### config.mk
export PLATFORM = sky130hd
export DESIGN_NAME = hazard3_ahbl_arbiter_flat
export DESIGN_NICKNAME = d
export VERILOG_FILES = /design/src/rtl/hazard3_ahbl_arbiter_if.sv /design/src/rtl/hazard3_ahbl_arbiter.sv /design/src/flat_wrapper.sv
export SDC_FILE = /design/constraint.sdc
export NUM_CORES = 1
export LEC_CHECK = 0
export BUFFER_PORTS_ARGS = -buffer_cell sky130_fd_sc_hd__buf_2
export CAP_MARGIN = 15
export CORE_AREA = 8 8 111 113
export DETAILED_ROUTE_END_ITERATION = 16
export DIE_AREA = 0 0 119 121
export GPL_ROUTABILITY_DRIVEN = 1
export HOLD_SLACK_MARGIN = 0.1
export PLACE_DENSITY = 0.6
export SYNTH_ARGS = -nofsm -noshare
export SYNTH_HDL_FRONTEND = slang
export SYNTH_SLANG_ARGS = --single-unit
### constraint.sdc
create_clock -name clk -period 1.5 [get_ports clk]
set_input_delay 0.15 -clock clk [delete_from_list [all_inputs] [get_ports clk]]
set_output_delay 0.15 -clock clk [all_outputs]
set_load 0.02 [all_outputs]
### src/rtl/hazard3_ahbl_arbiter_if.sv
// Bus bundle for hazard3_ahbl_arbiter: N core-side address/data channels plus one AHB-Lite master.
// The master modport is the arbiter's view; the slave modport is the surrounding system's view.
interface hazard3_ahbl_arbiter_if #(
    parameter int N_PORTS = 2,
    parameter int W_ADDR  = 32,
    parameter int W_DATA  = 32
);
    // Core-side channels
    logic [N_PORTS-1:0]          up_aph_req;
    logic [N_PORTS-1:0]          up_aph_panic;
    logic [N_PORTS-1:0]          up_aph_ready;
    logic [N_PORTS-1:0]          up_dph_ready;
    logic [N_PORTS-1:0]          up_dph_err;
    logic [N_PORTS*W_ADDR-1:0]   up_haddr;
    logic [N_PORTS*3-1:0]        up_hsize;
    logic [N_PORTS-1:0]          up_hwrite;
    logic [N_PORTS*4-1:0]        up_hprot;
    logic [N_PORTS*W_DATA-1:0]   up_wdata;
    logic [W_DATA-1:0]           up_rdata;

    // AHB-Lite master
    logic [W_ADDR-1:0]           haddr;
    logic                        hwrite;
    logic [1:0]                  htrans;
    logic [2:0]                  hsize;
    logic [2:0]                  hburst;
    logic [3:0]                  hprot;
    logic                        hmastlock;
    logic                        hready;
    logic                        hresp;
    logic [W_DATA-1:0]           hwdata;
    logic [W_DATA-1:0]           hrdata;

    modport master (
        input  up_aph_req, up_aph_panic, up_haddr, up_hsize, up_hwrite, up_hprot, up_wdata,
        output up_aph_ready, up_dph_ready, up_dph_err, up_rdata,
        output haddr, hwrite, htrans, hsize, hburst, hprot, hmastlock, hwdata,
        input  hready, hresp, hrdata
    );

    modport slave (
        output up_aph_req, up_aph_panic, up_haddr, up_hsize, up_hwrite, up_hprot, up_wdata,
        input  up_aph_ready, up_dph_ready, up_dph_err, up_rdata,
        input  haddr, hwrite, htrans, hsize, hburst, hprot, hmastlock, hwdata,
        output hready, hresp, hrdata
    );
endinterface

### src/rtl/hazard3_ahbl_arbiter.sv
// N-requester AHB-Lite master port: panic-filtered arbitration, held grant across wait states,
// data-phase ownership tracking. Define HAZARD3_ARB_ROUND_ROBIN_EN for round-robin instead of fixed priority.
module hazard3_ahbl_arbiter #(
    parameter int N_PORTS = 2,
    parameter int W_ADDR  = 32,
    parameter int W_DATA  = 32
) (
    input  logic                   clk,
    input  logic                   rst,
    hazard3_ahbl_arbiter_if.master bus
);

    localparam logic [1:0] HTRANS_IDLE = 2'b00;
    localparam logic [1:0] HTRANS_NSEQ = 2'b10;

    logic [N_PORTS-1:0] req_panic;
    logic [N_PORTS-1:0] eligible;
    logic [N_PORTS-1:0] grant_arb;
    logic [N_PORTS-1:0] grant;
    logic [N_PORTS-1:0] aph_hold_sel;
    logic [N_PORTS-1:0] dph_owner;
    logic               aph_hold;
    logic               aph_valid;
    logic               err_cancel;

    // Panicking requesters shut everyone else out while any of them is asking.
    assign req_panic  = bus.up_aph_req & bus.up_aph_panic;
    assign eligible   = (|req_panic) ? req_panic : bus.up_aph_req;
    assign err_cancel = bus.hresp & ~bus.hready;

`ifdef HAZARD3_ARB_ROUND_ROBIN_EN
    localparam int RR_W = (N_PORTS > 1) ? $clog2(N_PORTS) : 1;

    logic [RR_W-1:0]    rr_last;
    logic [RR_W-1:0]    grant_idx;
    logic [N_PORTS-1:0] above_last;
    logic [N_PORTS-1:0] elig_above;

    // First eligible index after rr_last, falling back to the lowest eligible index on wrap.
    // NOTE: every variable written in an always_comb gets a default first so no latch is inferred.
    always_comb begin
        above_last = '0;
        grant_idx  = '0;
        for (int i = 0; i < N_PORTS; i++) begin
            above_last[i] = (i > int'(rr_last));
            if (grant[i]) grant_idx = RR_W'(i);
        end
        elig_above = eligible & above_last;
        if (|elig_above) grant_arb = elig_above & (~elig_above + N_PORTS'(1));
        else             grant_arb = eligible & (~eligible + N_PORTS'(1));
    end

    always_ff @(posedge clk or posedge rst) begin
        if (rst) begin
            rr_last <= RR_W'(N_PORTS - 1);
        end else if (bus.hready && aph_valid) begin
            rr_last <= grant_idx;
        end
    end
`else
    // Isolate the lowest set bit: index 0 is the highest priority.
    assign grant_arb = eligible & (~eligible + N_PORTS'(1));
`endif

    // Reset and the first error cycle force IDLE; a stalled address phase keeps its owner.
    assign grant     = (rst || err_cancel) ? '0 : (aph_hold ? aph_hold_sel : grant_arb);
    assign aph_valid = |grant;

    // NOTE: sequential state uses non-blocking assignments so every flop samples pre-edge values.
    always_ff @(posedge clk or posedge rst) begin
        if (rst) begin
            aph_hold     <= 1'b0;
            aph_hold_sel <= '0;
            dph_owner    <= '0;
        end else begin
            if (err_cancel) begin
                aph_hold <= 1'b0;
            end else if (aph_valid && !bus.hready) begin
                aph_hold     <= 1'b1;
                aph_hold_sel <= grant;
            end else if (bus.hready) begin
                aph_hold <= 1'b0;
            end
            if (bus.hready) dph_owner <= grant;
        end
    end

    always_comb begin
        bus.haddr  = '0;
        bus.hsize  = '0;
        bus.hwrite = 1'b0;
        bus.hprot  = '0;
        bus.hwdata = '0;
        for (int i = 0; i < N_PORTS; i++) begin
            if (grant[i]) begin
                bus.haddr  = bus.haddr  | bus.up_haddr[i*W_ADDR +: W_ADDR];
                bus.hsize  = bus.hsize  | bus.up_hsize[i*3 +: 3];
                bus.hwrite = bus.hwrite | bus.up_hwrite[i];
                bus.hprot  = bus.hprot  | bus.up_hprot[i*4 +: 4];
            end
            if (dph_owner[i]) bus.hwdata = bus.hwdata | bus.up_wdata[i*W_DATA +: W_DATA];
        end
    end

    assign bus.htrans       = aph_valid ? HTRANS_NSEQ : HTRANS_IDLE;
    assign bus.hburst       = 3'b000;
    assign bus.hmastlock    = 1'b0;
    assign bus.up_aph_ready = bus.hready ? grant : '0;
    assign bus.up_dph_ready = bus.hready ? dph_owner : '0;
    assign bus.up_dph_err   = bus.hresp ? dph_owner : '0;
    assign bus.up_rdata     = bus.hrdata;

endmodule

### src/flat_wrapper.sv
// flat-port wrapper written by rule: the top's interface ports become plain ports
module hazard3_ahbl_arbiter_flat 
#(
    parameter int N_PORTS = 2,
    parameter int W_ADDR  = 32,
    parameter int W_DATA  = 32
)
  (clk, rst, bus_up_aph_req, bus_up_aph_panic, bus_up_haddr, bus_up_hsize, bus_up_hwrite, bus_up_hprot, bus_up_wdata, bus_up_aph_ready, bus_up_dph_ready, bus_up_dph_err, bus_up_rdata, bus_haddr, bus_hwrite, bus_htrans, bus_hsize, bus_hburst, bus_hprot, bus_hmastlock, bus_hwdata, bus_hready, bus_hresp, bus_hrdata);
  hazard3_ahbl_arbiter_if #(.N_PORTS(N_PORTS), .W_ADDR(W_ADDR), .W_DATA(W_DATA)) bus_i ();
  input  logic clk;
  input  logic rst;
  input wire logic [$bits(bus_i.up_aph_req)-1:0] bus_up_aph_req;
  input wire logic [$bits(bus_i.up_aph_panic)-1:0] bus_up_aph_panic;
  input wire logic [$bits(bus_i.up_haddr)-1:0] bus_up_haddr;
  input wire logic [$bits(bus_i.up_hsize)-1:0] bus_up_hsize;
  input wire logic [$bits(bus_i.up_hwrite)-1:0] bus_up_hwrite;
  input wire logic [$bits(bus_i.up_hprot)-1:0] bus_up_hprot;
  input wire logic [$bits(bus_i.up_wdata)-1:0] bus_up_wdata;
  output wire logic [$bits(bus_i.up_aph_ready)-1:0] bus_up_aph_ready;
  output wire logic [$bits(bus_i.up_dph_ready)-1:0] bus_up_dph_ready;
  output wire logic [$bits(bus_i.up_dph_err)-1:0] bus_up_dph_err;
  output wire logic [$bits(bus_i.up_rdata)-1:0] bus_up_rdata;
  output wire logic [$bits(bus_i.haddr)-1:0] bus_haddr;
  output wire logic [$bits(bus_i.hwrite)-1:0] bus_hwrite;
  output wire logic [$bits(bus_i.htrans)-1:0] bus_htrans;
  output wire logic [$bits(bus_i.hsize)-1:0] bus_hsize;
  output wire logic [$bits(bus_i.hburst)-1:0] bus_hburst;
  output wire logic [$bits(bus_i.hprot)-1:0] bus_hprot;
  output wire logic [$bits(bus_i.hmastlock)-1:0] bus_hmastlock;
  output wire logic [$bits(bus_i.hwdata)-1:0] bus_hwdata;
  input wire logic [$bits(bus_i.hready)-1:0] bus_hready;
  input wire logic [$bits(bus_i.hresp)-1:0] bus_hresp;
  input wire logic [$bits(bus_i.hrdata)-1:0] bus_hrdata;
  assign bus_i.up_aph_req = bus_up_aph_req;
  assign bus_i.up_aph_panic = bus_up_aph_panic;
  assign bus_i.up_haddr = bus_up_haddr;
  assign bus_i.up_hsize = bus_up_hsize;
  assign bus_i.up_hwrite = bus_up_hwrite;
  assign bus_i.up_hprot = bus_up_hprot;
  assign bus_i.up_wdata = bus_up_wdata;
  assign bus_up_aph_ready = bus_i.up_aph_ready;
  assign bus_up_dph_ready = bus_i.up_dph_ready;
  assign bus_up_dph_err = bus_i.up_dph_err;
  assign bus_up_rdata = bus_i.up_rdata;
  assign bus_haddr = bus_i.haddr;
  assign bus_hwrite = bus_i.hwrite;
  assign bus_htrans = bus_i.htrans;
  assign bus_hsize = bus_i.hsize;
  assign bus_hburst = bus_i.hburst;
  assign bus_hprot = bus_i.hprot;
  assign bus_hmastlock = bus_i.hmastlock;
  assign bus_hwdata = bus_i.hwdata;
  assign bus_i.hready = bus_hready;
  assign bus_i.hresp = bus_hresp;
  assign bus_i.hrdata = bus_hrdata;
  hazard3_ahbl_arbiter #(.N_PORTS(N_PORTS), .W_ADDR(W_ADDR), .W_DATA(W_DATA)) u_core (.clk(clk), .rst(rst), .bus(bus_i));
endmodule
==> out/qor.yml <==
outcome: "complete, but fails checks"
violations: "setup timing"
area_delta_synth_final_pct: 70.30
grt_usage_pct: 12.56
initial_core_util_pct: 18.08
drv_cap: 0
layout-drive-gt1-share_pct: 64.22
portBuffers: 230
htree_levels: 1
cts_buffer_depth: 2
powerDensity_mw_per_mm2: 509.6
cts_buffers: 3
final_cell_area_mm2: 0.003264
power_mw: 1.664
netlist_top_cells_area: "buf_4 18%, a22o_1 15%, o211ai_1 12%"
ys_ff_latch: 5
fmax_mhz: 576.8
grt_overflow_total: 0
fillers: 1138
synthFlopType: "dfrtp_1"
fin_cells: 590
cts.sinks: 5
synth_area_leader_cell: "buf_4"
grt_pass1_wl_um: 15270
utilization_pct: 30.79
fin_worst_skew_ns: 0.0005213
start_kind: "register"
synth_top_area_share_pct: 18.41
r2r_cells: 4
die-area_mm2: 0.01440
finalMaxSlewViolations: 0
whs_ns: 0.1711
synth_seq_area_share_pct: 6.527
routed_wl_um: 10390
syn_area_mm2: 0.001917
tritoncts: "yes"
p_leak_nw: 1.655
final_hold_viol_count: 0
setup_viol: 42
ys_types: 31
cp_data_arrival_time_ns: 1.58
antenna_found_initial: 0
peakVddDrop_uv: 378.8
layout.nets: 635
critical_path_class: "reg -> out"
wire_per_inst_um: 17.62
rows: 38
fin_ws_ns: -0.2336
fin_crit_ns: 1.734
first_global_vias: 2950
dpl.hpwl_um: 8342
clk_latency_ns: 0.22
fin_crit_sh_pct: 115.6
end_kind: "output port"
die_h_um: 121
vias_per_cell: 4.768
place_inst: 583
place_congestion: 0.7664
drc: 0
required_ns: 1.35
dr.pass1.iters: 7
synth_edf_count: 0
drt_iter0_markers: 96
synth-async-reset-ratio_pct: 100.0
ios: 300
dieWidth_um: 119
cts_root_buffer: "clkbuf_8"
critPathMaxFanout: 18
grt_max_degree: 39
postSynthCellCount: 263
num_antenna_cells: 0
min_delay_path_depth: 2
vias: 2813
rsz0062_at_grt: "true"
avgSynthCellArea_um2: 7.288
fp.coreArea_mm2: 0.01060
ys_warn_count: 0
placed_area_mm2: 0.002993
clk_pin_slew_worst_paths_ns: 0.03
ant_nets: 0
holdCritPathClass: "in -> reg"
==> final timing paths <==
path,startpoint,to,slack (ns)
min in group asynchronous,rst,u_core.dph_owner[1],0.50
max in group asynchronous,rst,u_core.aph_hold,0.87
min,bus_hresp,u_core.aph_hold,0.17
max,u_core.aph_hold,bus_hsize[1],-0.23
max reg2reg,u_core.aph_hold,u_core.aph_hold_sel[0],0.14
min reg2reg,u_core.aph_hold_sel[0],u_core.aph_hold_sel[0],0.51
==> Yosys cell counts, types with 2 or more instances <==
cell,count
dfrtp_1,5
buf_6,7
o211ai_1,30
nor2_1,4
buf_2,7
mux2_4,2
buf_4,47
inv_1,4
o22ai_1,2
a21oi_2,10
a22o_1,32
nand2_1,4
o211ai_2,10
a21oi_1,32
nand3_1,40
clkbuf_1,11
and2_1,2
==> layout by cell type, fill, tap and decap left out, types with 4 or more instances in the layout <==
master,Yosys,layout
a21oi_1,32,30
a21oi_2,10,12
a22o_1,32,32
buf_12,0,8
buf_2,7,190
buf_4,47,44
buf_6,7,7
conb_1,1,5
dfrtp_1,5,4
inv_1,4,4
nand3_1,40,36
nand3_2,0,4
nor2_1,4,4
o211ai_1,30,30
o211ai_2,10,10
==> worst max-delay path: stages (launching register included) <==
cell	delay (ns)
dfrtp_2	0.43
mux2_4	0.36
clkbuf_16	0.21
o211ai_1	0.10
a21oi_1	0.09
buf_4	0.16
==> layout make-up <==
type                    count  area, um2  area share [%]
multi-input cells         185       1323           40.51
well taps                 140      175.2           5.366
flip-flops and latches      5      126.4           3.871
inverters                   4      15.01          0.4599
clock buffers               4      45.04           1.380
repair buffers            252       1580           48.41
==> logic make-up (layout without fill, tap and decap cells) <==
kind of cell	after synthesis	count (layout)	synth area share, %
compound gates	120	120	48.11
simple gates	58	58	15.54
buf+inv	77	260	28.07
flops	5	5	6.527
other cells	1	5	0.1956
mux	2	2	1.567
==> through the flow <==
stage          setup slack (ns)  setup TNS, ns
4_1_cts                 -0.2382         -8.020
3_3_place_gp            0.02231              0
2_1_floorplan           0.08967              0
5_1_grt                 -0.2840         -10.44
3_5_place_dp           -0.01909       -0.01909
6_report                -0.2336         -7.613
==> where the power goes <==
group / total (mW) / internal, mW / switching, mW
registers: 0.169 / 0.154 / 0.0145
clock network: 0.246 / 0.182 / 0.0636
logic: 1.25 / 0.567 / 0.682
==> routing by layer <==
metal	vias to the layer above	track usage [%]	part of all wire, %
li1	1328	-	-
met4	0	2.846	1.1
met1	1293	12.80	36
met2	178	24.27	53
met3	14	4.048	9.9
met5	-	0	0
==> sequential cells by signal, summed over array words and instances, names as in the netlist <==
register / count
u_core.aph_hold: 1
u_core.dph_owner: 2
u_core.aph_hold_sel: 2
==> what timing repair did <==
action	4_1_cts	5_1_grt
buffers inserted	0	0
hold buffers	1	0
endpoints found under the hold margin	5	0
resized for setup	40	17
gates cloned	0	2
pin swaps	7	6
endpoints found under the setup margin	43	43
(Power assumes the default switching activity.)
